--- src/rtl/uart_pkg.sv ---
// Shared UART definitions used by both the transmitter and the receiver.
// Holds the transmitter state encoding and the oversampling constants.
package uart_pkg;

    typedef enum logic [2:0] {
        IDLE,
        START,
        DATA,
        PARITY,
        STOP
    } tx_state_t;

    // s_tick pulses per bit cell (16x oversampling baud tick)
    localparam int OVERSAMPLE = 16;

    // Tick counter width: large enough for stop lengths up to 32 ticks
    localparam int TICK_W = 5;

endpackage

--- src/rtl/uart_tx.sv ---
// uart_tx: serial UART transmitter draining a fall-through FIFO.
// Produces 8N1 frames by default; defining UART_TX_PARITY_EN inserts one
// even-parity bit between the data bits and the stop bit.
//
//  state  | meaning
//  -------+---------------------------------------------------------------
//  IDLE   | line high, waiting for a non-empty FIFO; pops and latches byte
//  START  | start bit (line low) for OVERSAMPLE ticks
//  DATA   | data bits LSB first, OVERSAMPLE ticks each
//  PARITY | even parity of the latched byte (UART_TX_PARITY_EN builds only)
//  STOP   | line high for SB_TICK ticks, then back to IDLE
module uart_tx
    import uart_pkg::*;
#(
    parameter int DBIT    = 8,
    parameter int SB_TICK = 16
) (
    input  logic            clk,
    input  logic            rst,
    input  logic            s_tick,
    input  logic            tx_empty,
    input  logic [DBIT-1:0] tx_data,
    output logic            tx_rd,
    output logic            tx,
    output logic            tx_busy
);

    localparam int BW = (DBIT > 1) ? $clog2(DBIT) : 1;
    localparam logic [TICK_W-1:0] BIT_LAST  = TICK_W'(OVERSAMPLE - 1);
    localparam logic [TICK_W-1:0] STOP_LAST = TICK_W'(SB_TICK - 1);
    localparam logic [BW-1:0]     DATA_LAST = BW'(DBIT - 1);

    tx_state_t         state;
    logic [TICK_W-1:0] tick_cnt;
    logic [BW-1:0]     bit_cnt;
    logic [DBIT-1:0]   shreg;
    logic [DBIT-1:0]   shreg_next;
    logic              tx_reg;
    logic              busy_reg;
`ifdef UART_TX_PARITY_EN
    logic              par_bit;
`endif

    assign shreg_next = shreg >> 1;

    // Pop only from IDLE; held off during reset because the FSM will not
    // latch the byte on that edge and it would otherwise be lost.
    assign tx_rd = (state == IDLE) && !tx_empty && !rst;

    assign tx      = tx_reg;
    assign tx_busy = busy_reg;

    // Frame sequencer: state, counters, shift register and registered line.
    // tx_reg/busy_reg are loaded with the value belonging to the next state
    // so the line changes on the same edge as the state.
    always_ff @(posedge clk) begin
        if (rst) begin
            state    <= IDLE;
            tick_cnt <= '0;
            bit_cnt  <= '0;
            shreg    <= '0;
            tx_reg   <= 1'b1;
            busy_reg <= 1'b0;
`ifdef UART_TX_PARITY_EN
            par_bit  <= 1'b0;
`endif
        end else begin
            case (state)
                IDLE: begin
                    tx_reg   <= 1'b1;
                    busy_reg <= 1'b0;
                    // Start immediately; a tick on this edge is not counted
                    if (!tx_empty) begin
                        shreg    <= tx_data;
`ifdef UART_TX_PARITY_EN
                        par_bit  <= ^tx_data;
`endif
                        tick_cnt <= '0;
                        bit_cnt  <= '0;
                        state    <= START;
                        tx_reg   <= 1'b0;
                        busy_reg <= 1'b1;
                    end
                end

                START: begin
                    if (s_tick) begin
                        if (tick_cnt == BIT_LAST) begin
                            tick_cnt <= '0;
                            state    <= DATA;
                            tx_reg   <= shreg[0];
                        end else begin
                            tick_cnt <= tick_cnt + 1'b1;
                        end
                    end
                end

                DATA: begin
                    if (s_tick) begin
                        if (tick_cnt == BIT_LAST) begin
                            tick_cnt <= '0;
                            shreg    <= shreg_next;
                            if (bit_cnt == DATA_LAST) begin
`ifdef UART_TX_PARITY_EN
                                state  <= PARITY;
                                tx_reg <= par_bit;
`else
                                state  <= STOP;
                                tx_reg <= 1'b1;
`endif
                            end else begin
                                bit_cnt <= bit_cnt + 1'b1;
                                tx_reg  <= shreg_next[0];
                            end
                        end else begin
                            tick_cnt <= tick_cnt + 1'b1;
                        end
                    end
                end

`ifdef UART_TX_PARITY_EN
                PARITY: begin
                    if (s_tick) begin
                        if (tick_cnt == BIT_LAST) begin
                            tick_cnt <= '0;
                            state    <= STOP;
                            tx_reg   <= 1'b1;
                        end else begin
                            tick_cnt <= tick_cnt + 1'b1;
                        end
                    end
                end
`endif

                STOP: begin
                    if (s_tick) begin
                        if (tick_cnt == STOP_LAST) begin
                            tick_cnt <= '0;
                            state    <= IDLE;
                            tx_reg   <= 1'b1;
                            busy_reg <= 1'b0;
                        end else begin
                            tick_cnt <= tick_cnt + 1'b1;
                        end
                    end
                end

                default: begin
                    state    <= IDLE;
                    tick_cnt <= '0;
                    tx_reg   <= 1'b1;
                    busy_reg <= 1'b0;
                end
            endcase
        end
    end

endmodule

--- config.mk ---
export PLATFORM = sky130hd
export DESIGN_NAME = uart_tx
export DESIGN_NICKNAME = d
export VERILOG_FILES = /design/src/rtl/uart_pkg.sv /design/src/rtl/uart_tx.sv
export SDC_FILE = /design/constraint.sdc
export NUM_CORES = 1
export LEC_CHECK = 0
export BUFFER_PORTS_ARGS = -buffer_cell sky130_fd_sc_hd__buf_4
export CORE_ASPECT_RATIO = 1.2
export CORE_UTILIZATION = 48
export CTS_BUF_LIST = sky130_fd_sc_hd__clkbuf_8
export CTS_CLUSTER_DIAMETER = 150
export DETAILED_ROUTE_END_ITERATION = 7
export PLACE_DENSITY = 0.68
export SYNTH_ARGS = -nofsm -noshare
export SYNTH_HDL_FRONTEND = slang
export SYNTH_SLANG_ARGS = --single-unit
--- constraint.sdc ---
create_clock -name clk -period 3.1 [get_ports clk]
set_clock_uncertainty 0.1 [all_clocks]
set_input_delay 0.155 -clock clk [delete_from_list [all_inputs] [get_ports clk]]
set_output_delay 0.155 -clock clk [all_outputs]
set_load 0.03 [all_outputs]
### Word level (Yosys, flattened, before mapping)

Index checks and enable logic that the tools add are counted.

* mux-type cells: 35
* reduce and logical (&&, ||, !) cells: 14
* bitwise operators: 1
* eq/ne operators: 15
* add/subtract/negate cells: 2

Operators by type and width (count)
* two-way mux 3 bit: 12
* two-way mux 8 bit: 3
* inequality test 2 bit (second input constant): 9
* case mux 8 bit (2 select lines): 1
* two-way mux 5 bit: 3
* case mux 3 bit (4 select lines): 1
* two-way mux 1 bit: 11
* case mux 5 bit (2 select lines): 1
* AND reduction 8 bit: 1
* == test 3 bit (second input constant): 2
* case mux 3 bit (2 select lines): 1
* AND reduction 6 bit: 1
* adder 5 x 1 -> 5 bit (second input constant): 1
* == test 5 x 4 -> 1 bit (second input constant): 1
* AND reduction 5 bit: 1
* case mux 1 bit (4 select lines): 1
* AND reduction 4 bit: 1
* adder 3 x 1 -> 3 bit (second input constant): 1
* == test 3 x 1 -> 1 bit (second input constant): 1
* == test 3 x 2 -> 1 bit (second input constant): 1
* zero test 3 bit: 1
* case mux 1 bit (3 select lines): 1
* AND reduction 3 bit: 1
* OR reduction 3 bit: 1
* other kinds (7): 9

* bits in registers: 21
* input port bits: 12

### Depth between registers and ports, before layout

Gate-level depths: netlist of the first run.

* depth in word-level cells: 5
* gate-level depth with buffers: 7
* mapped depth without buffers: 7

### Worst setup path after synthesis of the first run

OpenSTA, ideal clock, no wires.

* kind: register to register
* start: register tick_cnt[0]
* end: register state[2]
* slack: 1.435 ns
* data required time: 2.922 ns
* arrival: 1.487 ns
* library setup time: 0.078 ns
* cell stages (with the launch flop): 7
* path through: dfxtp_1 -> ha_1 -> and4b_1 -> nand2_1 -> or4_1 -> o21a_1 -> nor3_1

* longest elaborated chain between the ends: 3

RTL lines
* start, declared: RTL line uart_tx.sv:34 `logic [TICK_W-1:0] tick_cnt;`
* start signal, assigned: RTL line uart_tx.sv:93 `tick_cnt <= tick_cnt + 1'b1;`
* start signal, assigned: RTL line uart_tx.sv:116 `tick_cnt <= tick_cnt + 1'b1;`
* start signal, assigned: RTL line uart_tx.sv:143 `tick_cnt <= tick_cnt + 1'b1;`
* == test 5 x 4 -> 1 bit (*): RTL line uart_tx.sv:88, uart_tx.sv:100, uart_tx.sv:137
* inequality test 2 bit (no source line)
* AND reduction 8 bit (no source line) (*)
* end signal, assigned: RTL line uart_tx.sv:90 `state <= DATA;`
* end signal, assigned: RTL line uart_tx.sv:108 `state <= STOP;`
* end signal, assigned: RTL line uart_tx.sv:139 `state <= IDLE;`
* end, declared: RTL line uart_tx.sv:33 `tx_state_t state;`

Every way passes the cells marked *; elsewhere a longest branch is shown, timed or not.
A chain may end at the register's enable or synchronous reset.

### Worst setup path in the final report of the first run

* start: register state[0]
* end: register shreg[2]

* longest elaborated chain between the ends: 3

RTL lines
* start signal, assigned: RTL line uart_tx.sv:58 `state <= IDLE;`
* start signal, assigned: RTL line uart_tx.sv:80 `state <= START;`
* start signal, assigned: RTL line uart_tx.sv:90
* == test 3 x 2 -> 1 bit / zero test 3 bit (equally long branches): RTL line uart_tx.sv:68 `case (state)`
* inequality test 2 bit (no source line) / nonzero test 2 bit (equally long branches)
* AND reduction 4 bit (no source line)
* end signal, assigned: RTL line uart_tx.sv:74 `shreg <= tx_data;`
* end signal, assigned: RTL line uart_tx.sv:102 `shreg <= shreg_next;`
* end, declared: RTL line uart_tx.sv:36 `logic [DBIT-1:0] shreg;`

Parallel ways exist; a longest one is shown, timed or not.

==> results of run 1 <==
stage by stage:
| stage | power, uW | cell area (um^2) | utilization, % | worst slack, ps |
|---|---|---|---|---|
| 6_report | 541.2 | 1290 | 60.29 | 1094 |
| 5_1_grt | 567.8 | 1290 | 60.29 | 886.5 |
| 3_3_place_gp | 366.6 | 1244 | 58.13 | 1197 |
| 3_5_place_dp | 368.5 | 1244 | 58.13 | 1120 |
| 4_1_cts | 544.0 | 1290 | 60.29 | 1103 |
| 2_1_floorplan | 344.5 | 1131 | - | 1435 |
synth_stat cells (2+ instances only):
| cell type | count |
|---|---|
| nor3_1 | 5 |
| a211oi_1 | 3 |
| a31oi_1 | 2 |
| nand3_1 | 4 |
| nand2_1 | 8 |
| clkbuf_1 | 2 |
| a21oi_1 | 16 |
| or4_1 | 3 |
| a32oi_1 | 2 |
| mux2i_1 | 8 |
| and4b_1 | 2 |
| buf_2 | 3 |
| nor2_1 | 22 |
| o21ai_0 | 4 |
| inv_1 | 4 |
| dfxtp_1 | 21 |
| a41o_1 | 3 |
| ha_1 | 3 |
power groups by stage:
stage / logic, uW / registers, uW / clock network (uW)
floorplan: 48.7 / 296 / 0
global placement: 71.2 / 295 / 0
detailed placement: 72.4 / 296 / 0
CTS: 72.7 / 290 / 182
global route: 81.5 / 291 / 195
finish: 72.6 / 290 / 179
final timing paths:
kind               startpoint     endpoint  slack [ps]  depth (start not counted)
setup / recovery     state[0]     shreg[2]        1090                          5
hold / removal            rst     shreg[0]         120                          2
setup reg to reg     state[0]     shreg[2]        1090                          5
hold reg to reg   tick_cnt[1]  tick_cnt[1]         380                          2
kinds of logic (layout without fill, tap and decap cells):
| kind of cell | after synthesis | count (layout) |
|---|---|---|
| AOI/OAI and AO/OA | 38 | 38 |
| xor gates and xnor gates | 1 | 1 |
| adders and majority gates | 3 | 3 |
| buffers and inverters | 11 | 23 |
| DFF | 21 | 21 |
| muxes | 8 | 8 |
| and+or+nand+nor | 52 | 52 |
placed cells by master, fill, tap and decap left out, drive strengths merged, types with 2 or more instances in the layout:
cell	netlist	layout
nor2	22	22
dfxtp	21	21
a21oi	17	17
buf	5	15
mux2i	8	8
nand2	8	8
nor3	5	5
inv	4	4
nand3	4	4
o21ai	4	4
or4	3	3
a41o	3	3
a211oi	3	3
ha	3	3
clkbuf	2	3
and4b	2	2
a32oi	2	2
a31oi	2	2
nor3b	2	2
worst reg2reg max path, stage by stage, from the launching register on:
cell and delay, ps:
dfxtp_1 660, nor2_1 230, a41oi_2 570, nor2_1 130, a21oi_1 160, nor2_1 50
layer usage:
metal | up-vias | global-route usage, % | routed length [um]
li1 | 521 | - | -
met1 | 471 | 28.23 | 1079
met2 | 20 | 36.34 | 1175
met3 | 4 | 2.922 | 73
met4 | 0 | 8.333 | 27
met5 | - | 0 | 0
layout make-up:
cell class	count	area share, %
Tap cell	30	2.910
Sequential cell	21	32.59
Inverter	4	1.164
Clock buffer	3	3.201
Clock inverter	1	0.3880
Timing Repair Buffer	15	8.729
Multi-Input combinational cell	102	51.02
==> impl_table.tex, run 1 <==
\begin{tabular}{lr}
\hline
Metric & Value \\
\hline
\multicolumn{2}{l}{\textbf{Layout}} \\
Area Overhead vs Synth & 14.05\% \\
Area of the multi-input gates & 658.1 um\^{}2 \\
Layout fillers & 213 \\
Count of non-filler cells in the finished layout & 176 \\
Share of final-layout standard cells stronger than drive strength 1 & 16.44\% \\
Largest registers & shreg: 8 flops, tick\_cnt: 5 flops \\
Largest register by flop count & shreg \\
Area occupied by registers & 420.4 um\^{}2 \\
Number of flip-flops under the largest register name & 8 \\
Final nets & 162 \\
Total inserted antenna cells & 0 \\
\multicolumn{2}{l}{\textbf{Clock tree}} \\
H-tree levels & 1 \\
Max Root-Sink Buffers & 2 \\
Post-cts gate resize count & 0 \\
Source-to-sink clock delay at the later pin of the worst-skew pair & 260 ps \\
Hold-fix buffer count after cts & 0 \\
Post-CTS setup-driven buffer insertion count & 0 \\
TritonCTS clock tree & built \\
Cell at the root of the clock tree & clkbuf\_8 \\
Clock transition at the registers of the reported paths & 70 ps \\
Number of buffers added by the clock tree synthesis step & 3 \\
Number of sinks handled by clock tree synthesis & 21 \\
\multicolumn{2}{l}{\textbf{Power}} \\
Peak VDD IR & 0.3024 mV \\
Flop pwr share & 53.5\% \\
Power density over cell area & 419.6 nW/um\^{}2 \\
Pleak & 0.0005123 uW \\
Internal Dissipation & 401.8 uW \\
Share of power burned in the clock network & 33.0\% \\
Psw & 139.5 uW \\
Sw Ratio & 25.77\% \\
Portion of total power attributed to combinational logic & 13.4\% \\
\multicolumn{2}{l}{\textbf{Critical path}} \\
Endpoint kind of the worst setup timing path & flip-flop \\
Critical Setup Path Class & flip-flop to flip-flop \\
Critical Path Source Type & flip-flop \\
Cell type with the highest occurrence count on the critical path & nor2\_1 \\
Cell Chain, Critical Path & nor2\_1 -> a41oi\_2 -> nor2\_1 -> a21oi\_1 -> nor2\_1 \\
Largest incremental delay on the critical path & 660 ps \\
Crit path buf inv count & 0 \\
Arrival time at the worst endpoint & 2060 ps \\
CP top delay family & compound AO/OA/AOI/OAI gates \\
Critical Path RT & 3150 ps \\
Slowest library cell on the worst path & dfxtp\_1 \\
Critical Path Fanout Max & 14 \\
\multicolumn{2}{l}{\textbf{Yosys}} \\
Fraction of registers with async set/reset & 0\% \\
Number of flops mapped to enable cells by yosys & 0 \\
Post-synthesis share of cell area spent on and, or, nand and nor gates & 23.34\% \\
Post-synthesis cell type count & 37 \\
Cells taking the most area after synthesis & dfxtp\_1, nor2\_1, a21oi\_1 \\
Register area share after synthesis & 37.17\% \\
Count of yosys warnings during synthesis & 0 \\
Mean instance size in the synthesized netlist & 8.441 um\^{}2 \\
Main combinational cell family by area after synthesis & simple AND/OR/NAND/NOR gates \\
Synthesized area & 1131 um\^{}2 \\
Register bit total from synthesis & 21 \\
Cell count after synthesis & 134 \\
Leading area contributor after synthesis & dfxtp\_1 \\
Synthesized net count & 149 \\
Post-Synth XOR/XNOR Area & 1.438\% \\
Share of the synthesized area in compound gates (AO/OA/AOI/OAI) & 23.01\% \\
Fraction of post-synthesis cell area in the top cell type by area & 37.17\% \\
Top FF cell, synth & dfxtp\_1 \\
Fraction of synthesized area in multiplexers & 7.080\% \\
Area share of fa/ha/maj cells after synthesis & 3.319\% \\
\multicolumn{2}{l}{\textbf{Global routing}} \\
Initial antenna violation count & 0 \\
All-layer global routing usage & 21.86\% \\
Pin count of the biggest net entering global routing & 21 \\
Number of global-route vias before repair & 951 \\
GR Overflow Total & 0 \\
Wire length of the first global-routing pass & 4.029 mm \\
\multicolumn{2}{l}{\textbf{STA}} \\
Max Clock Freq & 498.4 MHz \\
Slew Viols, Final & 0 \\
Transition at the pin with the smallest max-transition slack & 609.2 ps \\
Worst-case headroom to the max-slew limit & 59.08\% \\
Final total negative setup slack & 0 ps \\
Final setup viols & 0 \\
Hold Violations, Final & 0 \\
Final critical-path share of the clock period & 64.72\% \\
Worst hold margin & 121.1 ps \\
Setup repair after global routing missed its margin & false \\
Min cycle time layout & 2006 ps \\
\multicolumn{2}{l}{\textbf{Place}} \\
Routability-driven placement congestion ratio & 0.8625 \\
\# placed instances & 172 \\
Count of buffers inserted at the top-level ports & 14 \\
Placed wire-length estimate & 1.715 mm \\
\multicolumn{2}{l}{\textbf{Hold path}} \\
Kind of path behind the tightest hold check & input pin to flip-flop \\
\multicolumn{2}{l}{\textbf{Die}} \\
Die footprint & 2555 um\^{}2 \\
Floorplan Core Area & 2140 um\^{}2 \\
Die Span X & 46.32 um \\
Total number of placement rows & 18 \\
Top-Level Pins & 15 \\
Floorplan die height & 55.18 um \\
Initial core utilization & 52.87\% \\
\multicolumn{2}{l}{\textbf{Detailed routing}} \\
1st-pass router iterations & 4 \\
Antenna viol nets, final & 0 \\
Wire per inst & 13.38 um \\
Final wirelength & 2.355 mm \\
Via-to-Cell Ratio & 5.773 \\
Routed via count & 1016 \\
Post-route DRC violation count & 0 \\
First-iteration detailed-routing DRC count & 13 \\
\multicolumn{2}{l}{\textbf{Run status}} \\
Run status & complete, no violations \\
\multicolumn{2}{l}{\textbf{Job}} \\
Max Cap Violations & 0 \\
\hline
\end{tabular}
No activity file was read; power rests on OpenSTA's default activity.
==> inputs of run 2 (changes only) <==
--- a/config.mk
+++ b/config.mk
@@ -11,7 +11,7 @@
 export CTS_BUF_LIST = sky130_fd_sc_hd__clkbuf_8
 export CTS_CLUSTER_DIAMETER = 150
 export DETAILED_ROUTE_END_ITERATION = 7
-export PLACE_DENSITY = 0.68
+export PLACE_DENSITY = 0.71
 export SYNTH_ARGS = -nofsm -noshare
 export SYNTH_HDL_FRONTEND = slang
 export SYNTH_SLANG_ARGS = --single-unit
==> constraint.sdc (replaced) <==
create_clock -name clk -period 1.6 [get_ports clk]
set_clock_uncertainty 0.1 [all_clocks]
set_input_delay 0.08 -clock clk [delete_from_list [all_inputs] [get_ports clk]]
set_output_delay 0.08 -clock clk [all_outputs]
set_load 0.03 [all_outputs]
==> run 2 against run 1 <==
  * The flow now finishes with violations (negative setup slack)
  * Combinational power grew to 2.8 times the previous value
  * Clock power grew 94%
  * Die area is the same
  * Via count grew 15%
  * Register-to-register slack lost 1100 ps
  * Non-clock buffer count grew 28
  * Utilization grew 17 points
  * Cell area grew 28%
  * Sequential share of layout area shrank 6.3 points
  * Hold slack lost 75 ps
==> impl_table.tex, run 2 (same netlist as run 1, synthesis figures left out) <==
\begin{tabular}{lr}
\hline
Metric & Value \\
\hline
\multicolumn{2}{l}{\textbf{Run status}} \\
Run status & finished, violations left \\
Failing checks & negative setup slack \\
\multicolumn{2}{l}{\textbf{Job}} \\
Max Cap Violations & 0 (unchanged) \\
\multicolumn{2}{l}{\textbf{STA}} \\
Transition at the pin with the smallest max-transition slack & 419.0 ps (-190.2 ps) \\
Slew Viols, Final & 0 (unchanged) \\
Max Clock Freq & 607.2 MHz (+22\%) \\
Min cycle time layout & 1647 ps (-359.5 ps) \\
Setup slack of the critical path after layout & -46.78 ps (-1141 ps) \\
Worst-case headroom to the max-slew limit & 71.98\% (+13 points) \\
Final setup viols & 2 (+2) \\
Hold Violations, Final & 0 (unchanged) \\
Setup repair after global routing missed its margin & true \\
Final critical-path share of the clock period & 102.9\% (+38 points) \\
\multicolumn{2}{l}{\textbf{Layout}} \\
Largest register by flop count & shreg \\
Most common library cell in the layout ignoring fill and taps & buf\_4 \\
Total inserted antenna cells & 0 (unchanged) \\
Layout fillers & 152 (-29\%) \\
Number of flip-flops under the largest register name & 8 (unchanged) \\
Share of final-layout standard cells stronger than drive strength 1 & 40.23\% (+24 points) \\
Top library cells by usage in the layout, fill and taps aside & buf\_4, nor2\_1, dfxtp\_1 \\
Area Overhead vs Synth & 45.80\% \\
Final core utilization & 77.08\% (+17 points) \\
Final nets & 190 (+17\%) \\
Largest registers & shreg: 8 flops, tick\_cnt: 5 flops \\
\multicolumn{2}{l}{\textbf{Power}} \\
Psw & 298.6 uW (+110\%) \\
Power density over cell area & 673.6 nW/um\^{}2 (+61\%) \\
Portion of total power attributed to combinational logic & 18.5\% (+5.1 points) \\
Share of power burned in the clock network & 31.3\% (-1.7 points) \\
Internal Dissipation & 812.2 uW (+100\%) \\
Pleak & 0.0006709 uW (+31\%) \\
Peak VDD IR & 0.6374 mV (+110\%) \\
Flop pwr share & 50.2\% (-3.3 points) \\
Sw Ratio & 26.88\% (+1.1 points) \\
\multicolumn{2}{l}{\textbf{Hold path}} \\
Launch instance of the worst min-delay path & rst \\
Kind of path behind the tightest hold check & input pin to flip-flop \\
\multicolumn{2}{l}{\textbf{Clock tree}} \\
Max Root-Sink Buffers & 2 (unchanged) \\
Cell at the root of the clock tree & clkbuf\_8 \\
H-tree levels & 1 (unchanged) \\
TritonCTS clock tree & built \\
Number of buffers added by the clock tree synthesis step & 3 (unchanged) \\
Clock transition at the registers of the reported paths & 80 ps (about the same) \\
Hold-fix buffer count after cts & 0 (unchanged) \\
Number of sinks handled by clock tree synthesis & 21 (unchanged) \\
Source-to-sink clock delay at the later pin of the worst-skew pair & 260 ps (about the same) \\
\multicolumn{2}{l}{\textbf{Global routing}} \\
All-layer global routing usage & 26.28\% (+4.4 points) \\
GR Overflow Total & 0 (unchanged) \\
Number of global-route vias before repair & 1099 (+16\%) \\
Pin count of the biggest net entering global routing & 21 (unchanged) \\
Initial antenna violation count & 0 (unchanged) \\
Wire length of the first global-routing pass & 4.857 mm (+21\%) \\
\multicolumn{2}{l}{\textbf{Critical path}} \\
Crit path buf inv count & 0 (unchanged) \\
Critical Path RT & 1690 ps (-1460 ps) \\
Critical register-to-register path endpoint & state[2] \\
Largest incremental delay on the critical path & 410 ps (-250 ps) \\
Endpoint kind of the worst setup timing path & flip-flop \\
Arrival time at the worst endpoint & 1730 ps (-330 ps) \\
Slowest library cell on the worst path & or4\_1 \\
Setup slack of the most critical reg-to-reg path & -50 ps (-1140 ps) \\
Worst flop-to-flop path startpoint & tick\_cnt[1] \\
Critical Path End & state[2] \\
Cell Chain, Critical Path & ha\_4 -> and4b\_1 -> nand2\_2 -> or4\_1 -> o21a\_1 -> nor3\_2 \\
CP top delay family & simple AND/OR/NAND/NOR gates \\
Startpoint of the most critical setup path & tick\_cnt[1] \\
Critical Path Fanout Max & 4 (-10) \\
Critical Path Source Type & flip-flop \\
Number of cells on the critical path & 6 (+1) \\
Cells on worst reg2reg path & 6 (+1) \\
Critical Setup Path Class & flip-flop to flip-flop \\
\multicolumn{2}{l}{\textbf{Die}} \\
Total number of placement rows & 18 (unchanged) \\
Initial core utilization & 52.87\% (unchanged) \\
Floorplan Core Area & 2140 um\^{}2 (unchanged) \\
Die footprint & 2555 um\^{}2 (unchanged) \\
Die Span X & 46.32 um (unchanged) \\
Top-Level Pins & 15 (unchanged) \\
Floorplan die height & 55.18 um (unchanged) \\
\multicolumn{2}{l}{\textbf{Place}} \\
Post-placement setup slack & -167.5 ps (-1288 ps) \\
Count of buffers inserted at the top-level ports & 14 (unchanged) \\
Routability-driven placement congestion ratio & 0.8806 (+2.1\%) \\
Placed wire-length estimate & 2.067 mm (+21\%) \\
\multicolumn{2}{l}{\textbf{Detailed routing}} \\
Post-route DRC violation count & 0 (unchanged) \\
First-iteration detailed-routing DRC count & 21 (+8) \\
Wire per inst & 14.97 um (+12\%) \\
Via-to-Cell Ratio & 5.740 (-0.56\%) \\
Antenna viol nets, final & 0 (unchanged) \\
Routed via count & 1171 (+15\%) \\
1st-pass router iterations & 4 (unchanged) \\
Final wirelength & 3.053 mm (+30\%) \\
\hline
\end{tabular}
[run 2: worst min path at each step]
stage | end | slack [ps] | depth (start not counted)
floorplan | tx | 110 | 2
global placement | shreg[1] | 310 | 2
detailed placement | shreg[4] | 320 | 2
CTS | state[2] | 30 | 2
global route | shreg[5] | 50 | 2
finish | state[2] | 50 | 2
[run 2: worst register-to-register path, delay by kind of cell (launching register included)]
family                     cells  cell delay [ps]
and+or+nand+nor                4              830
DFF                            1              360
adders and majority gates      1              150
AOI/OAI and AO/OA              1              140
[run 2: area by class of cell]
type	count	area (um^2)	share of cell area [%]
Timing Repair Buffer	43	350.3	21.24
Sequential cell	21	432.9	26.25
Multi-Input combinational cell	102	768.2	46.59
Clock buffer	3	41.29	2.504
Clock inverter	1	3.754	0.2276
Tap cell	30	37.54	2.276
Inverter	4	15.01	0.9105
[run 2: repair_timing]
item | in CTS | in global routing
pin swaps | 4 | 7
setup endpoints to repair | 13 | 18
buffers inserted | 3 | 4
gates resized for setup | 19 | 11
[run 2: through the flow]
stage	power, uW	instances	instance area, um^2	hold WS, ps	TNS (ps)
global placement	732.0	193	1409	310.4	-490.7
floorplan	669.8	134	1141	107.5	-5.366
global route	1158	204	1649	51.84	-712.9
CTS	1092	200	1568	34.88	-12.82
detailed placement	737.7	193	1409	316.1	-1201
finish	1111	204	1649	46.28	-50.85
[run 2: per-layer routing]
metal / track usage (%) / share of wire [%] / vias up
li1: - / - / 573
met1: 33.13 / 46 / 562
met2: 44.21 / 49 / 26
met3: 2.922 / 2.1 / 10
met4: 11.76 / 3.1 / 0
met5: 0 / 0 / -
[run 2: power by group through the flow]
stage                     registers (uW)  clock network, uW  logic (uW)
final                                557                348         206
after detailed placement             572                  0         165
after global placement               571                  0         161
after floorplan                      574                  0        95.9
after CTS                            559                354         179
after global routing                 560                376         222
